--- src/rtl/master_frame_receiver.sv ---
// Serial ADC link receiver: recovers framed 16-bit words, splits them into lower/upper
// channels, checks parity and stop bit, and keeps a saturating link-error count.
module master_frame_receiver #(
  parameter int unsigned CLKS_PER_BIT = 16,
  parameter int unsigned ERR_CNT_W    = 8
) (
  input  logic                 clk,
  input  logic                 reset,
  input  logic                 serial_data_in,
  output logic [15:0]          lower_adc_data,
  output logic                 lower_adc_valid,
  output logic [15:0]          upper_adc_data,
  output logic                 upper_adc_valid,
  output logic                 parity_error,
  output logic                 framing_error,
  output logic [ERR_CNT_W-1:0] error_count,
  output logic                 busy
);

  localparam int unsigned TMR_W = $clog2(CLKS_PER_BIT);
  localparam int unsigned IDX_W = 5;
  localparam int unsigned FRM_W = 18;
  localparam logic [TMR_W-1:0] HALF_BIT = TMR_W'(CLKS_PER_BIT / 2 - 1);
  localparam logic [TMR_W-1:0] FULL_BIT = TMR_W'(CLKS_PER_BIT - 1);
  localparam logic [IDX_W-1:0] LAST_IDX = IDX_W'(FRM_W - 1);

  typedef enum logic [2:0] {
    S_IDLE,
    S_START,
    S_BITS,
    S_STOP,
    S_WAIT_IDLE
  } state_t;

  state_t               state_q, state_d;
  logic                 sync1_q, rx_s_q;
  logic [TMR_W-1:0]     tmr_q, tmr_d;
  logic [IDX_W-1:0]     idx_q, idx_d;
  logic [FRM_W-1:0]     shreg_q, shreg_d;
  logic [15:0]          lower_q, lower_d, upper_q, upper_d;
  logic                 lower_vld_q, lower_vld_d, upper_vld_q, upper_vld_d;
  logic                 par_err_q, par_err_d, frm_err_q, frm_err_d;
  logic [ERR_CNT_W-1:0] err_cnt_q, err_cnt_d;
  logic                 busy_q;
  logic                 tmr_done_c;

  assign tmr_done_c = (tmr_q == '0);

  // Two-flop synchroniser, preset to the idle-high line level
  always_ff @(posedge clk or posedge reset) begin
    if (reset) begin
      sync1_q <= 1'b1;
      rx_s_q  <= 1'b1;
    end else begin
      sync1_q <= serial_data_in;
      rx_s_q  <= sync1_q;
    end
  end

  always_ff @(posedge clk or posedge reset) begin
    if (reset) begin
      state_q     <= S_IDLE;
      tmr_q       <= '0;
      idx_q       <= '0;
      shreg_q     <= '0;
      lower_q     <= '0;
      upper_q     <= '0;
      lower_vld_q <= 1'b0;
      upper_vld_q <= 1'b0;
      par_err_q   <= 1'b0;
      frm_err_q   <= 1'b0;
      err_cnt_q   <= '0;
      busy_q      <= 1'b0;
    end else begin
      state_q     <= state_d;
      tmr_q       <= tmr_d;
      idx_q       <= idx_d;
      shreg_q     <= shreg_d;
      lower_q     <= lower_d;
      upper_q     <= upper_d;
      lower_vld_q <= lower_vld_d;
      upper_vld_q <= upper_vld_d;
      par_err_q   <= par_err_d;
      frm_err_q   <= frm_err_d;
      err_cnt_q   <= err_cnt_d;
      busy_q      <= (state_d != S_IDLE);
    end
  end

  always_comb begin
    state_d     = state_q;
    tmr_d       = tmr_q;
    idx_d       = idx_q;
    shreg_d     = shreg_q;
    lower_d     = lower_q;
    upper_d     = upper_q;
    lower_vld_d = 1'b0;
    upper_vld_d = 1'b0;
    par_err_d   = 1'b0;
    frm_err_d   = 1'b0;
    err_cnt_d   = err_cnt_q;

    case (state_q)
      S_IDLE: begin
        if (!rx_s_q) begin
          state_d = S_START;
          tmr_d   = HALF_BIT;
        end
      end
      S_START: begin
        if (!tmr_done_c) begin
          tmr_d = tmr_q - TMR_W'(1);
        end else if (rx_s_q) begin
          state_d = S_IDLE;
        end else begin
          state_d = S_BITS;
          tmr_d   = FULL_BIT;
          idx_d   = '0;
        end
      end
      S_BITS: begin
        if (!tmr_done_c) begin
          tmr_d = tmr_q - TMR_W'(1);
        end else begin
          shreg_d = {shreg_q[FRM_W-2:0], rx_s_q};
          tmr_d   = FULL_BIT;
          if (idx_q == LAST_IDX) state_d = S_STOP;
          else                   idx_d   = idx_q + IDX_W'(1);
        end
      end
      S_STOP: begin
        // Framing error wins over parity so a frame yields at most one error pulse
        if (!tmr_done_c) begin
          tmr_d = tmr_q - TMR_W'(1);
        end else if (!rx_s_q) begin
          frm_err_d = 1'b1;
          state_d   = S_WAIT_IDLE;
        end else if (^shreg_q) begin
          par_err_d = 1'b1;
          state_d   = S_IDLE;
        end else begin
          state_d = S_IDLE;
          if (shreg_q[FRM_W-1]) begin
            upper_d     = shreg_q[16:1];
            upper_vld_d = 1'b1;
          end else begin
            lower_d     = shreg_q[16:1];
            lower_vld_d = 1'b1;
          end
        end
      end
      S_WAIT_IDLE: begin
        if (rx_s_q) state_d = S_IDLE;
      end
      default: state_d = S_IDLE;
    endcase

    if ((par_err_d || frm_err_d) && (err_cnt_q != '1)) begin
      err_cnt_d = err_cnt_q + ERR_CNT_W'(1);
    end
  end

  assign lower_adc_data  = lower_q;
  assign lower_adc_valid = lower_vld_q;
  assign upper_adc_data  = upper_q;
  assign upper_adc_valid = upper_vld_q;
  assign parity_error    = par_err_q;
  assign framing_error   = frm_err_q;
  assign error_count     = err_cnt_q;
  assign busy            = busy_q;

endmodule

--- config.mk ---
export PLATFORM = sky130hd
export DESIGN_NAME = master_frame_receiver
export DESIGN_NICKNAME = d
export VERILOG_FILES = /design/src/rtl/master_frame_receiver.sv
export SDC_FILE = /design/constraint.sdc
export NUM_CORES = 1
export LEC_CHECK = 0
export CAP_MARGIN = 20
export CORE_UTILIZATION = 58
export CTS_CLUSTER_DIAMETER = 100
export DETAILED_ROUTE_END_ITERATION = 6
export HOLD_SLACK_MARGIN = 0.05
export PLACE_DENSITY = 0.9
export RECOVER_POWER = 50
export SYNTH_ARGS = -nofsm -noshare
export SYNTH_HDL_FRONTEND = slang
export SYNTH_SLANG_ARGS = --single-unit
--- constraint.sdc ---
create_clock -name clk -period 7.6 [get_ports clk]
set_input_delay 1.9 -clock clk [delete_from_list [all_inputs] [get_ports clk]]
set_output_delay 1.9 -clock clk [all_outputs]
set_load 0.02 [all_outputs]
==> results_tabular.tex <==
\begin{tabular}{lr}
\hline
Metric & Value \\
\hline
\multicolumn{2}{l}{\textbf{Global routing}} \\
Total routing resource utilization after global routing & 22.8\% \\
Number of antenna violations at the first check in global routing & 0 \\
Via count of the first global-routing pass & 2189 \\
First-pass GRT wire length & 10500 um \\
GR Overflow Total & 0 \\
Maximum number of pins on one net before global-route repair & 78 \\
\multicolumn{2}{l}{\textbf{Timing}} \\
Share of the cycle needed by the critical path after routing & 43.8\% \\
Transition time at the pin with the least slew margin & 986 ps \\
Final Worst Setup Slack & 4270 ps \\
Fin Hold WS & 357 ps \\
Highest Clock Rate & 300 MHz \\
Unrepaired setup endpoints after global routing & false \\
Normalized max-slew margin & 34.2\% \\
\# setup viols final & 0 \\
Clk\_skew & 5.97 ps \\
Final hold vios & 0 \\
Final critical-path required period & between 3000 and 4000 ps \\
Final Max Tran Viols & 0 \\
Accumulated negative setup slack & 0 ps \\
\multicolumn{2}{l}{\textbf{Logic synthesis}} \\
Share of the synthesized area in compound gates (AO/OA/AOI/OAI) & under 10\% \\
Average instance area after synthesis & 13.4 sq um \\
Flop and latch count out of synthesis & 77 \\
Xor-xnor portion of the synthesized cell area & 7.49\% \\
Number of library cell types mapped by synthesis & 39 \\
Synth area leader & sky130\_fd\_sc\_hd\_\_dfrtp\_1 \\
Synthesized netlist net count & 262 \\
Most frequent cells after synthesis & sky130\_fd\_sc\_hd\_\_dfrtp\_1 (75), sky130\_fd\_sc\_hd\_\_mux2\_2 (44), sky130\_fd\_sc\_hd\_\_nor2\_1 (15) \\
Area share of fa/ha/maj cells after synthesis & about 1.8\% \\
Number of enable-type register cells in the synthesized netlist & 0 \\
Warnings, synthesis & 0 \\
Sequential area share after synthesis & 56.6\% \\
Cell area after technology mapping & 3410 sq um \\
Combinational family with the most area after synthesis & multiplexers \\
Post-Synth Simple-Gate Area & between 8 and 9\% \\
Proportion of synthesized area in mux cells & around a fifth \\
Yosys top cell area share & between 50 and 60\% \\
Post-synthesis cell count & 254 \\
Cell with the most instances after synthesis & sky130\_fd\_sc\_hd\_\_dfrtp\_1 \\
Top flip-flop cell by instance count after synthesis & sky130\_fd\_sc\_hd\_\_dfrtp\_1 \\
Async set or reset register ratio after synthesis & 100\% \\
Synth area leaders & sky130\_fd\_sc\_hd\_\_dfrtp\_1 (55\%), sky130\_fd\_sc\_hd\_\_mux2\_2 (15\%), sky130\_fd\_sc\_hd\_\_mux2\_4 (4.4\%), sky130\_fd\_sc\_hd\_\_xor2\_1 (3.1\%), sky130\_fd\_sc\_hd\_\_xnor2\_1 (2.6\%) \\
\multicolumn{2}{l}{\textbf{Detailed routing}} \\
DR iter-0 viols & 110 \\
Final routed wirelength across all metal layers & 6130 um \\
Residual antenna-violating net count after detailed routing & 0 \\
Post-detailed-route wirelength per cell & about 16 um \\
DRC violation count after routing & 0 \\
Uppermost layer routed & met4 \\
Vias post-DR & between 2000 and 2500 \\
Via-per-instance ratio & $\sim$5.5 \\
Amount of wire on met3 after detailed routing & roughly 280 um \\
Detailed-routing iteration count for the pre-antenna-repair pass & 4 \\
Wl on met1 & 2700 um \\
Wire length on met2 & 3090 um \\
\multicolumn{2}{l}{\textbf{CTS}} \\
H-tree levels & 3 \\
Clock tree from TritonCTS & done \\
Number of clock buffers inserted by TritonCTS & 9 \\
Clock transition time at the flip-flop clock pins of the worst setup and hold paths & $\sim$70 ps \\
Number of setup buffers added after CTS & 0 \\
Post-CTS sizing & 0 \\
Clock latency on the worst-skew pair & 350 ps \\
Clock root buffer & sky130\_fd\_sc\_hd\_\_clkbuf\_8 \\
Largest buffer count on any clock path & 2 \\
Clock sink count & 77 \\
Total of hold buffers inserted after clock tree synthesis & 0 \\
\multicolumn{2}{l}{\textbf{Floorplanning}} \\
Core area & 5570 sq um \\
Overall die height & 78.6 um \\
Starting Density & approximately 60\% \\
Full die area & 6190 sq um \\
Row Count & 27 \\
Number of top-level pins & 48 \\
Horizontal extent of the die & 78.6 um \\
\multicolumn{2}{l}{\textbf{Hold path}} \\
Tightest Hold Check Type & reg -> reg \\
\multicolumn{2}{l}{\textbf{Worst setup path}} \\
Biggest cell delay along the critical path & 640 ps \\
Startpoint class of the critical path & flip-flop \\
Cell-by-cell trace of the critical path & clkdlybuf4s50\_1 \\
Number of buffer and inverter stages on the critical path & 1 \\
Largest delay share family, worst path & buffers and inverters \\
CP Class & reg -> out \\
Kind of end point of the critical path & output port \\
Required time of the worst setup path & 5700 ps \\
Data arrival, critical path & 1430 ps \\
Library cell contributing the largest single delay on the critical path & sky130\_fd\_sc\_hd\_\_clkdlybuf4s50\_1 \\
Crit Path Max Fanout & 6 \\
\multicolumn{2}{l}{\textbf{Layout}} \\
Register area & 1930 sq um \\
Layout Cells excl Fill & 379 \\
Total of fill cells in the finished design & 362 \\
Share of final-layout standard cells stronger than drive strength 1 & 24.4\% \\
Relative area change from synthesis to final layout & 22.0\% \\
Final core area utilization & 74.6\% \\
Area used by multi-input combinational logic & 1390 sq um \\
Total Nets Final & 311 \\
Diode count & 0 \\
\multicolumn{2}{l}{\textbf{Place}} \\
Detailed placer's ending HPWL & 3880 um \\
Worst setup slack before clock tree synthesis & 4420 ps \\
Routability-driven placement congestion ratio & between 0.8 and 0.9 \\
Cell total after placement & 364 \\
Total of buffers placed on input and output ports & 47 \\
\multicolumn{2}{l}{\textbf{Power}} \\
Leak & between 0.002 and 0.0025 uW \\
Cell Pwr Density & $\sim$240 nW/um\^{}2 \\
Worst ir drop on vdd & 166 uV \\
\multicolumn{2}{l}{\textbf{Job}} \\
Number of max-capacitance violations reported & 0 \\
\multicolumn{2}{l}{\textbf{Outcome}} \\
Outcome & finished, final reports clean \\
\hline
\end{tabular}
[flip-flops by register name, summed over array words and instances (netlist names), 3 cells and up]
name and count:
error_count 8, idx_q 5, lower_adc_data 16, shreg_q 18, state_q 3, tmr_q 4, upper_adc_data 16
[placed cells by master, fill, tap and decap left out, types with 2 or more instances in the layout]
master                             n
sky130_fd_sc_hd__dfstp_2           2
sky130_fd_sc_hd__clkbuf_8         11
sky130_fd_sc_hd__or3_1             2
sky130_fd_sc_hd__a2bb2oi_1         2
sky130_fd_sc_hd__inv_1             5
sky130_fd_sc_hd__and3_1            2
sky130_fd_sc_hd__o21ai_0           5
sky130_fd_sc_hd__ha_1              5
sky130_fd_sc_hd__bufinv_16         3
sky130_fd_sc_hd__and4_1            2
sky130_fd_sc_hd__clkdlybuf4s50_1  45
sky130_fd_sc_hd__nand2_1          10
sky130_fd_sc_hd__xnor2_1          10
sky130_fd_sc_hd__xor2_1           12
sky130_fd_sc_hd__nor3_1            8
sky130_fd_sc_hd__nand4_1           4
sky130_fd_sc_hd__nor3b_1           3
sky130_fd_sc_hd__nand2b_1          4
sky130_fd_sc_hd__dlygate4sd3_1     2
sky130_fd_sc_hd__dfrtp_1          75
sky130_fd_sc_hd__a21oi_1           7
sky130_fd_sc_hd__nand3_1           2
sky130_fd_sc_hd__mux2_4           10
sky130_fd_sc_hd__nor2_1           15
sky130_fd_sc_hd__mux2_2           43
sky130_fd_sc_hd__a31oi_1           3
[power by group]
group          switching (uW)  internal, uW  total (uW)
Sequential               34.1           436         470
Clock                     142           234         375
Combinational            87.1          75.8         163
Total                     263           746        1010
[final cells by class]
| type | count | share of cell area [%] |
|---|---|---|
| Clock buffer | 11 | 3.64 |
| Clock inverter | 4 | 2.29 |
| Inverter | 6 | 0.542 |
| Multi-Input combinational cell | 161 | 33.4 |
| Sequential cell | 77 | 46.4 |
| Tap cell | 72 | 2.17 |
| Timing Repair Buffer | 48 | 11.5 |
[per-layer routing]
metal	vias to the layer above	track usage, %
li1	985	-
met1	1046	28.7
met2	53	37.5
met3	6	7.56
met4	0	6.85
met5	-	0
[through the flow]
step,instance area [sq um],total power [uW]
after floorplan,3410,601
final,4160,1010
after CTS,4160,1020
after global placement,3920,633
after global routing,4160,1060
after detailed placement,3920,641
[kinds of logic after synthesis]
| logic type | after synthesis |
|---|---|
| DFF | 77 |
| and+or+nand+nor | 57 |
| muxes | 55 |
| xor gates and xnor gates | 25 |
| AOI/OAI and AO/OA | 19 |
| buffers and inverters | 16 |
| adders and majority gates | 5 |
[path summary, 6_finish.rpt]
| path | startpoint | endpoint | slack, ps | depth (start not counted) |
|---|---|---|---|---|
| setup / recovery | error_count[2] | error_count[2] | 4270 | 1 |
| hold / removal | sync1_q | rx_s_q | 360 | 0 |
| setup reg to reg | tmr_q[0] | upper_adc_data[10] | 4380 | 6 |
| hold reg to reg | sync1_q | rx_s_q | 360 | 0 |
| max in group asynchronous | reset | upper_adc_data[15] | 4720 | 3 |
| min in group asynchronous | reset | idx_q[1] | 2290 | 3 |
Power figures use the tool's default switching activity.
